==> src/rtl/debug_unit_pkg.sv <==
// Shared constants and state encoding for the pipeline debug unit.
package debug_unit_pkg;

    localparam logic [7:0] CMD_CONT = 8'h63;
    localparam logic [7:0] CMD_STEP = 8'h73;
    localparam logic [7:0] CMD_RST  = 8'h72;
    localparam logic [7:0] HDR      = 8'hA5;

    localparam int FRAME_BYTES = 29;
    localparam int N_WORDS     = 7;
    localparam int IDX_W       = 5;

    typedef enum logic [2:0] {
        IDLE,
        RUN,
        STEP,
        CAPTURE,
        SEND,
        WAIT_TX,
        HALTED
    } state_t;

endpackage

==> src/rtl/debug_frame_mux.sv <==
// Selects one byte of the outgoing snapshot frame: header first, then the
// snapshot words little-endian.
module debug_frame_mux
    import debug_unit_pkg::*;
#(
    parameter int B = 32
) (
    input  logic [N_WORDS-1:0][B-1:0] words,
    input  logic [IDX_W-1:0]          byte_idx,
    output logic [7:0]                tx_byte
);

    logic [IDX_W-1:0] k;

    always_comb begin
        k       = byte_idx - 5'd1;
        tx_byte = 8'h00;
        if (byte_idx == 5'd0) begin
            tx_byte = HDR;
        end else if (byte_idx < 5'(FRAME_BYTES)) begin
            tx_byte = words[k[4:2]][{k[1:0], 3'b000} +: 8];
        end
    end

endmodule

==> src/rtl/debug_unit.sv <==
// Run-control and snapshot streaming for the MIPS pipeline: UART commands in,
// pipeline enable/soft reset out, 29-byte state frames to the UART transmitter.
//
// state   | meaning
// IDLE    | pipeline frozen, waiting for a command byte
// RUN     | pipeline free-running until the halt word reaches IF/ID
// STEP    | single enabled pipeline cycle
// CAPTURE | latch the seven snapshot words
// SEND    | issue tx_start for the current frame byte
// WAIT_TX | wait for the transmitter to finish that byte
// HALTED  | halt word held; only the reset command is accepted
module debug_unit
    import debug_unit_pkg::*;
#(
    parameter int            B          = 32,
    parameter int            W          = 5,
    parameter logic [B-1:0]  HALT_INSTR = 32'hFFFF_FFFF
) (
    input  logic         clk,
    input  logic         reset,
    input  logic [7:0]   rx_data,
    input  logic         rx_done,
    input  logic         tx_done,
    output logic         tx_start,
    output logic [7:0]   tx_data,
    input  logic [B-1:0] pc_IF,
    input  logic [B-1:0] instruction_IF_ID,
    input  logic [B-1:0] alu_result_EX,
    input  logic [B-1:0] alu_result_EX_MEM,
    input  logic [B-1:0] mux_wb_data_WB,
    input  logic [W-1:0] reg_dest_addr_MEM_WB,
    output logic         pipe_en,
    output logic         pipe_reset,
    output logic         halted
);

    state_t                   state;
    logic [31:0]              cycle_cnt;
    logic [31:0]              cnt_next;
    logic [N_WORDS-1:0][B-1:0] snap;
    logic [IDX_W-1:0]         byte_idx;
    logic [7:0]               frame_byte;
    logic                     at_halt;
    logic                     rst_cmd;

    assign at_halt = (instruction_IF_ID == HALT_INSTR);
    assign rst_cmd = rx_done && (rx_data == CMD_RST) && (state == IDLE || state == HALTED);

    // RUN drops the enable in the very cycle the halt word appears, so the
    // pipeline never advances past it.
    always_comb begin
        pipe_en = 1'b0;
        if (state == STEP) begin
            pipe_en = 1'b1;
        end else if (state == RUN && !at_halt) begin
            pipe_en = 1'b1;
        end
    end

    always_comb begin
        cnt_next = cycle_cnt;
        if (rst_cmd) begin
            cnt_next = '0;
        end else if (pipe_en) begin
            cnt_next = cycle_cnt + 32'd1;
        end
    end

    always_ff @(posedge clk) begin
        if (reset) begin
            cycle_cnt <= '0;
        end else begin
            cycle_cnt <= cnt_next;
        end
    end

    debug_frame_mux #(.B(B)) u_frame_mux (
        .words    (snap),
        .byte_idx (byte_idx),
        .tx_byte  (frame_byte)
    );

    always_ff @(posedge clk) begin
        if (reset) begin
            state      <= IDLE;
            pipe_reset <= 1'b0;
            tx_start   <= 1'b0;
            tx_data    <= 8'h00;
            halted     <= 1'b0;
            snap       <= '0;
            byte_idx   <= '0;
        end else begin
            pipe_reset <= 1'b0;
            tx_start   <= 1'b0;
            case (state)
                IDLE: begin
                    if (rx_done) begin
                        if (rx_data == CMD_CONT) begin
                            state <= RUN;
                        end else if (rx_data == CMD_STEP) begin
                            state <= STEP;
                        end else if (rx_data == CMD_RST) begin
                            pipe_reset <= 1'b1;
                        end
                    end
                end
                RUN: begin
                    if (at_halt) begin
                        state <= CAPTURE;
                    end
                end
                STEP: begin
                    state <= CAPTURE;
                end
                CAPTURE: begin
                    snap[0]  <= pc_IF;
                    snap[1]  <= instruction_IF_ID;
                    snap[2]  <= alu_result_EX;
                    snap[3]  <= alu_result_EX_MEM;
                    snap[4]  <= mux_wb_data_WB;
                    snap[5]  <= {{(B-W){1'b0}}, reg_dest_addr_MEM_WB};
                    snap[6]  <= B'(cycle_cnt);
                    byte_idx <= '0;
                    state    <= SEND;
                end
                SEND: begin
                    tx_start <= 1'b1;
                    tx_data  <= frame_byte;
                    state    <= WAIT_TX;
                end
                WAIT_TX: begin
                    // Returning through SEND guarantees an idle cycle between bytes.
                    if (tx_done) begin
                        byte_idx <= byte_idx + 5'd1;
                        if (byte_idx == 5'(FRAME_BYTES - 1)) begin
                            if (at_halt) begin
                                state  <= HALTED;
                                halted <= 1'b1;
                            end else begin
                                state <= IDLE;
                            end
                        end else begin
                            state <= SEND;
                        end
                    end
                end
                HALTED: begin
                    if (rx_done && rx_data == CMD_RST) begin
                        pipe_reset <= 1'b1;
                        halted     <= 1'b0;
                        state      <= IDLE;
                    end
                end
                default: begin
                    state <= IDLE;
                end
            endcase
        end
    end

endmodule

==> config.mk <==
export PLATFORM = sky130hd
export DESIGN_NAME = debug_unit
export DESIGN_NICKNAME = d
export VERILOG_FILES = /design/src/rtl/debug_unit_pkg.sv /design/src/rtl/debug_frame_mux.sv /design/src/rtl/debug_unit.sv
export SDC_FILE = /design/constraint.sdc
export NUM_CORES = 1
export LEC_CHECK = 0
export BUFFER_PORTS_ARGS = -buffer_cell sky130_fd_sc_hd__buf_4
export CAP_MARGIN = 0
export CORE_ASPECT_RATIO = 0.8
export CORE_MARGIN = 2
export CORE_UTILIZATION = 45
export CTS_CLUSTER_SIZE = 20
export DETAILED_ROUTE_END_ITERATION = 10
export PLACE_DENSITY = 0.67
export SLEW_MARGIN = 30
export SYNTH_ARGS = -nofsm -noshare
export SYNTH_HDL_FRONTEND = slang
export SYNTH_SLANG_ARGS = --single-unit
export TNS_END_PERCENT = 30
==> constraint.sdc <==
create_clock -name clk -period 7 [get_ports clk]
set_clock_uncertainty 0.05 [all_clocks]
set_input_delay 0.35 -clock clk [delete_from_list [all_inputs] [get_ports clk]]
set_output_delay 0.35 -clock clk [all_outputs]
set_load 0.005 [all_outputs]
After elaboration in Yosys (flattened, before gate mapping)
Index checks and enable logic that the tools add are counted.
{ "op_classes": {"add_sub_neg": 3, "mul": 0, "n_div": 0, "n_lt_le_gt_ge": 2, "eq_ne": 18, "shift": 1, "n_mux": 29, "bitwise": 0, "n_reduce_logical": 13} }
{ "op_table": {"columns": ["cell", "count"], "rows": [
  ["$bmux W32 S3", 1],
  ["$add A32 B1 Y32 const B", 1],
  ["$eq A32 B32 Y1 const B", 1],
  ["$mux W32", 1],
  ["$shiftx A32 B6 Y8", 1],
  ["$eq A8 B7 Y1 const B", 3],
  ["$mux W3", 8],
  ["$pmux W3 S7", 1],
  ["$mux W8", 2],
  ["$mux W1", 12],
  ["$ne A2 B2 Y1 const B", 6],
  ["$pmux W5 S2", 1],
  ["$reduce_and A5 Y1", 2],
  ["$eq A3 B3 Y1 const B", 3],
  ["$eq A3 B2 Y1 const B", 2],
  ["$add A5 B1 Y5 const B", 1],
  ["$eq A5 B5 Y1 const B", 1],
  ["$logic_not A5 Y1", 1],
  ["$lt A5 B5 Y1 const B", 1],
  ["$mux W5", 1],
  ["$sub A5 B1 Y5 const B", 1],
  ["$lt A3 B4 Y1 const B", 1],
  ["$pmux W1 S2", 2],
  ["$reduce_bool A2 Y1", 2],
  ["8 further kinds", 10]
]} }
{ "word_totals": {"reg_bits": 248, "latch_bits": 0, "mem_bits_rw": 0, "mem_bits_ro": 0, "input_bits": 177, "output_inout_bits": 12, "word_cells": 80, "memories": 0} }

Logic depth before layout (Yosys ltp)
{ "depth": {"depth_word": 6, "ltp_mapped": 12, "mapped_depth_nobuf": 8} }

By module
Synthesis repeated with hierarchy kept, for this count alone.
{ "unflattened": {"hier_cells": 1596, "area_unflattened_um2": 12363.1} }
{ "modules_own_cells": {"columns": ["mod", "n_inst", "cells_each", "area_each_um2", "seq_area_each_um2"], "rows": [
  ["debug_unit", 1, 1199, 9598.0, 4964.8],
  ["debug_frame_mux", 1, 397, 2765.2, 0.0]
]} }

Worst setup path before layout
OpenSTA, ideal clock, no wires.
{ "synth_path": {"path_type": "reg2reg", "startpoint": "register byte_idx[0]", "endpoint": "register tx_data[3]", "setup_ps": 122, "arrival_ps": 2517, "required_ps": 6828, "setup_slack_ps": 4312, "path_stages_with_launch": 11, "n_path_buf": 2, "synth_period_minus_slack_ps": 2688, "cell_sequence": "dfxtp_1 buf_6 inv_2 ha_1 or3b_1 xnor2_1 buf_4 mux4_1 and2_1 o21ai_0 a21oi_1"} }
{ "synth_between": {"elab_chain_len": 6, "word_cells_on_any_way": 8, "classes_between": "add/sub: 1; order compare: 1; shift: 1; mux: 4; reduce/logical: 1"} }
{ "synth_rtl": {"columns": ["item", "line_no", "text"], "rows": [
  ["start, declared", "debug_unit.sv:41", "logic [IDX_W-1:0] byte_idx;"],
  ["start signal, assigned", "debug_unit.sv:134", "byte_idx <= byte_idx + 5'd1;"],
  ["$sub A5 B1 Y5", "debug_frame_mux.sv:16", "k = byte_idx - 5'd1;"],
  ["$bmux W32 S3", "debug_frame_mux.sv:21", "tx_byte = words[k[4:2]][{k[1:0], 3'b000} +: 8];"],
  ["$mux W32 (not written as such)", "debug_frame_mux.sv:21", null],
  ["$shiftx A32 B6 Y8", "debug_frame_mux.sv:21", null],
  ["$mux W8", "debug_frame_mux.sv:20", "end else if (byte_idx < 5'(FRAME_BYTES)) begin"],
  ["$mux W8 *", "debug_frame_mux.sv:18", "if (byte_idx == 5'd0) begin"],
  ["end signal, assigned", "debug_unit.sv:128", "tx_data <= frame_byte;"],
  ["end, declared", "debug_unit.sv:25", "output logic [7:0] tx_data,"]
]} }
Every way passes the cells marked *; elsewhere a longest branch is shown, timed or not. The select of a mux whose other input is x is not followed.
A chain may end at the register's enable or synchronous reset.

Worst setup path after layout
{ "layout_path": {"startpoint": "register byte_idx[1]", "endpoint": "register tx_data[2]"} }
Same word-level chain as after synthesis.

==> run metrics <==
Psw a little over 600 µW; mean post-synth cell area 8.01 µm²; Tot Pwr 2.93 mW; DR iter-0 viols between 800 and 900; Clk Tree Root Cell clkbuf_16; Crit Path Category register to register; WL/cell between 15 and 20 µm; Post-synth EDFFs 0; CP Launch Type register; critical path's slowest cell mux4_2; sw frac a little over a fifth; final-stage net count ~1,800; fin crit period ~3.2 ns; drt pass-1 iters 6; Inserted Diodes 0; CP top delay family compound AO/OA/AOI/OAI gates; Post-Syn Nets roughly 1,600; Max-Cap Viols 0; Ports 189; final cell count without fillers between 1,500 and 2,000; post-synth top area share 43.5%; Die X 182 µm; first-pass GRT wire length about 55,000 µm; Syn. warnings 0; Final Slew Violations 0; Rows between 50 and 60; IO Port Bufs approximately 190; commonest non-fill, non-tap cell in the layout nand2_1; Final setup viols 0; Filler cells 2,323; maximum VDD drop ~0.00017 V; Synth area leader dfxtp_1; pwr dens 207 nW/µm²; Bufs and invs on worst path 2; CTS Sinks between 200 and 250; endpoints failing hold 0; largest net degree at the start of global routing between 100 and 150; CP required around 7.4 ns; status finished, final reports clean; Syn Inst Count 1,426; Clock Tree Buf Depth 3; HP Class input pin to register; Tot GR Track Use between 20% and 30%; CORE AREA 25,100 µm²; vias in the first global route 9,912; highest clock rate approximately 310 MHz; Rel. slew slack a little under 40%; Worst Tran Pin Value between 0.9 and 1 ns; Synth Register Bits 248; initial antenna violation count 1; clock buffer count from CTS 26; most frequent cells in the layout 441 x nand2_1, 248 x dfxtp_1, 245 x a21oi_1; CP endpoint kind register; ranking of synthesized cells by area dfxtp_1 43%, nand2_1 14%, a21oi_1 11%; Period Utilization, post-route around 45%; dpl cells 1,843; P_int approximately 2.3 mW; clk slew on worst S/H paths ~0.06 ns; hpwl dp about 26,000 µm; Die ar. between 20,000 and 30,000 µm²; postcts setup bufs 0; Syn Std Cell Area between 10,000 and 15,000 µm²; cts repair resizes 0; CTS Hold Bufs 35; via count approximately 11,000; crit path max fanout 13; Initial Util roughly 45%; CTS tree done; Arr. time, crit path roughly 3.6 ns; RSZ-0062 raised after global routing no; Gate power share roughly 4.3%; CTS H-tree depth 1; ANT nets after route 0; sequential power share roughly half; Post-synth top flop dfxtp_1; Pleak between 4 and 5 nW; clock power share between 40% and 50%; clock insertion delay at the later pin of the skew report roughly 0.55 ns; final WL 35,800 µm; routability cong. around 0.93; post-synthesis cell type count 69; fraction of layout cells with a size suffix above 1 17.9%; Async SR Flop Fraction 0%; worst path cell trace inv_1 -> ha_1 -> or3b_1 -> xnor2_1 -> buf_4 -> mux4_2 -> a221oi_2 -> a311oi_2 -> o221a_1; vias per cell 5.58; register area share after synthesis 43.5%; synthesis-to-layout area growth 23.9%; grt total ovfl 0; Post-Route Utilization 56.4%; slowest cell delay on critical path roughly 0.53 ns; DIE HEIGHT ~150 µm; TNS Setup 0 ns; # DRC 0
layout make-up:
type | instances | area, µm² | share of cell area (%)
Clock inverter | 10 | 118 | 0.831
Multi-Input combinational cell | 1056 | 6000 | 42.4
Inverter | 12 | 45.0 | 0.318
Clock buffer | 36 | 748 | 5.28
Timing Repair Buffer | 238 | 1880 | 13.3
Sequential cell | 248 | 4960 | 35.1
Tap cell | 324 | 405 | 2.86
tightest hold or removal path: stages:
cell and delay (ns):
buf_4 0.11, nand2_1 0.05, a21oi_1 0.05
per-stage QoR:
step | hold WS (ns) | setup WS [ns] | cell area, µm²
2_1_floorplan | 0.382 | 4.31 | 11400
3_3_place_gp | 0.389 | 3.73 | 12900
3_5_place_dp | 0.396 | 3.76 | 12900
4_1_cts | 0.00110 | 3.36 | 14100
5_1_grt | 0.00479 | 3.60 | 14200
6_report | 0.0137 | 3.82 | 14200
layer usage:
layer	track usage [%]	wire length, µm	vias to the layer above	part of all wire (%)
met5	0	0	-	0
met4	5.77	629	0	1.8
met3	4.59	2580	43	7.2
met2	38.0	15100	390	42
met1	40.1	17600	5038	49
li1	-	-	5268	-
state kept, by name (all words and copies together) (netlist names):
register	cells
cycle_cnt	32
halted	1
tx_data	8
byte_idx	5
pipe_reset	1
state	3
tx_start	1
snap	197
final timing paths:
kind,from,end,slack (ns),cells past startpoint
max,byte_idx[1]$_SDFFE_PP0P_,tx_data[2]$_SDFFE_PP0P_,3.82,9
min,mux_wb_data_WB[1],snap[129]$_SDFFE_PP0P_,0.01,3
max reg2reg,byte_idx[1]$_SDFFE_PP0P_,tx_data[2]$_SDFFE_PP0P_,3.82,9
min reg2reg,snap[102]$_SDFFE_PP0P_,snap[102]$_SDFFE_PP0P_,0.40,2
power groups by stage:
stage	registers [mW]	logic (mW)	clock network [mW]
3_3_place_gp	1.44	0.107	0
3_5_place_dp	1.44	0.109	0
4_1_cts	1.41	0.125	1.42
6_report	1.41	0.125	1.40
2_1_floorplan	1.44	0.0227	0
5_1_grt	1.41	0.134	1.48
cells in the mapped netlist, types with 9 or more instances:
master / n
a211oi_1: 10
xor2_1: 12
o31ai_1: 9
or3_1: 17
nand3_1: 26
a21oi_1: 246
o21ai_0: 34
or4_1: 9
nor3_1: 9
dfxtp_1: 248
inv_1: 11
mux2i_1: 34
nand2_1: 441
and3_1: 9
clkbuf_1: 88
nor2_1: 36
o211ai_1: 9
buf_2: 10
mux4_1: 11
nand4_1: 19
mux4_2: 15
cells by family after synthesis:
family	share of synthesized area [%]
AO/OA/AOI/OAI	17.8
XOR/XNOR	1.70
adder cells (fa/ha/maj)	0.438
buffers and inverters	4.57
flip-flops	43.5
multiplexers	8.76
AND/OR/NAND/NOR	23.3
Note: power is estimated with default switching activity, not from simulation.
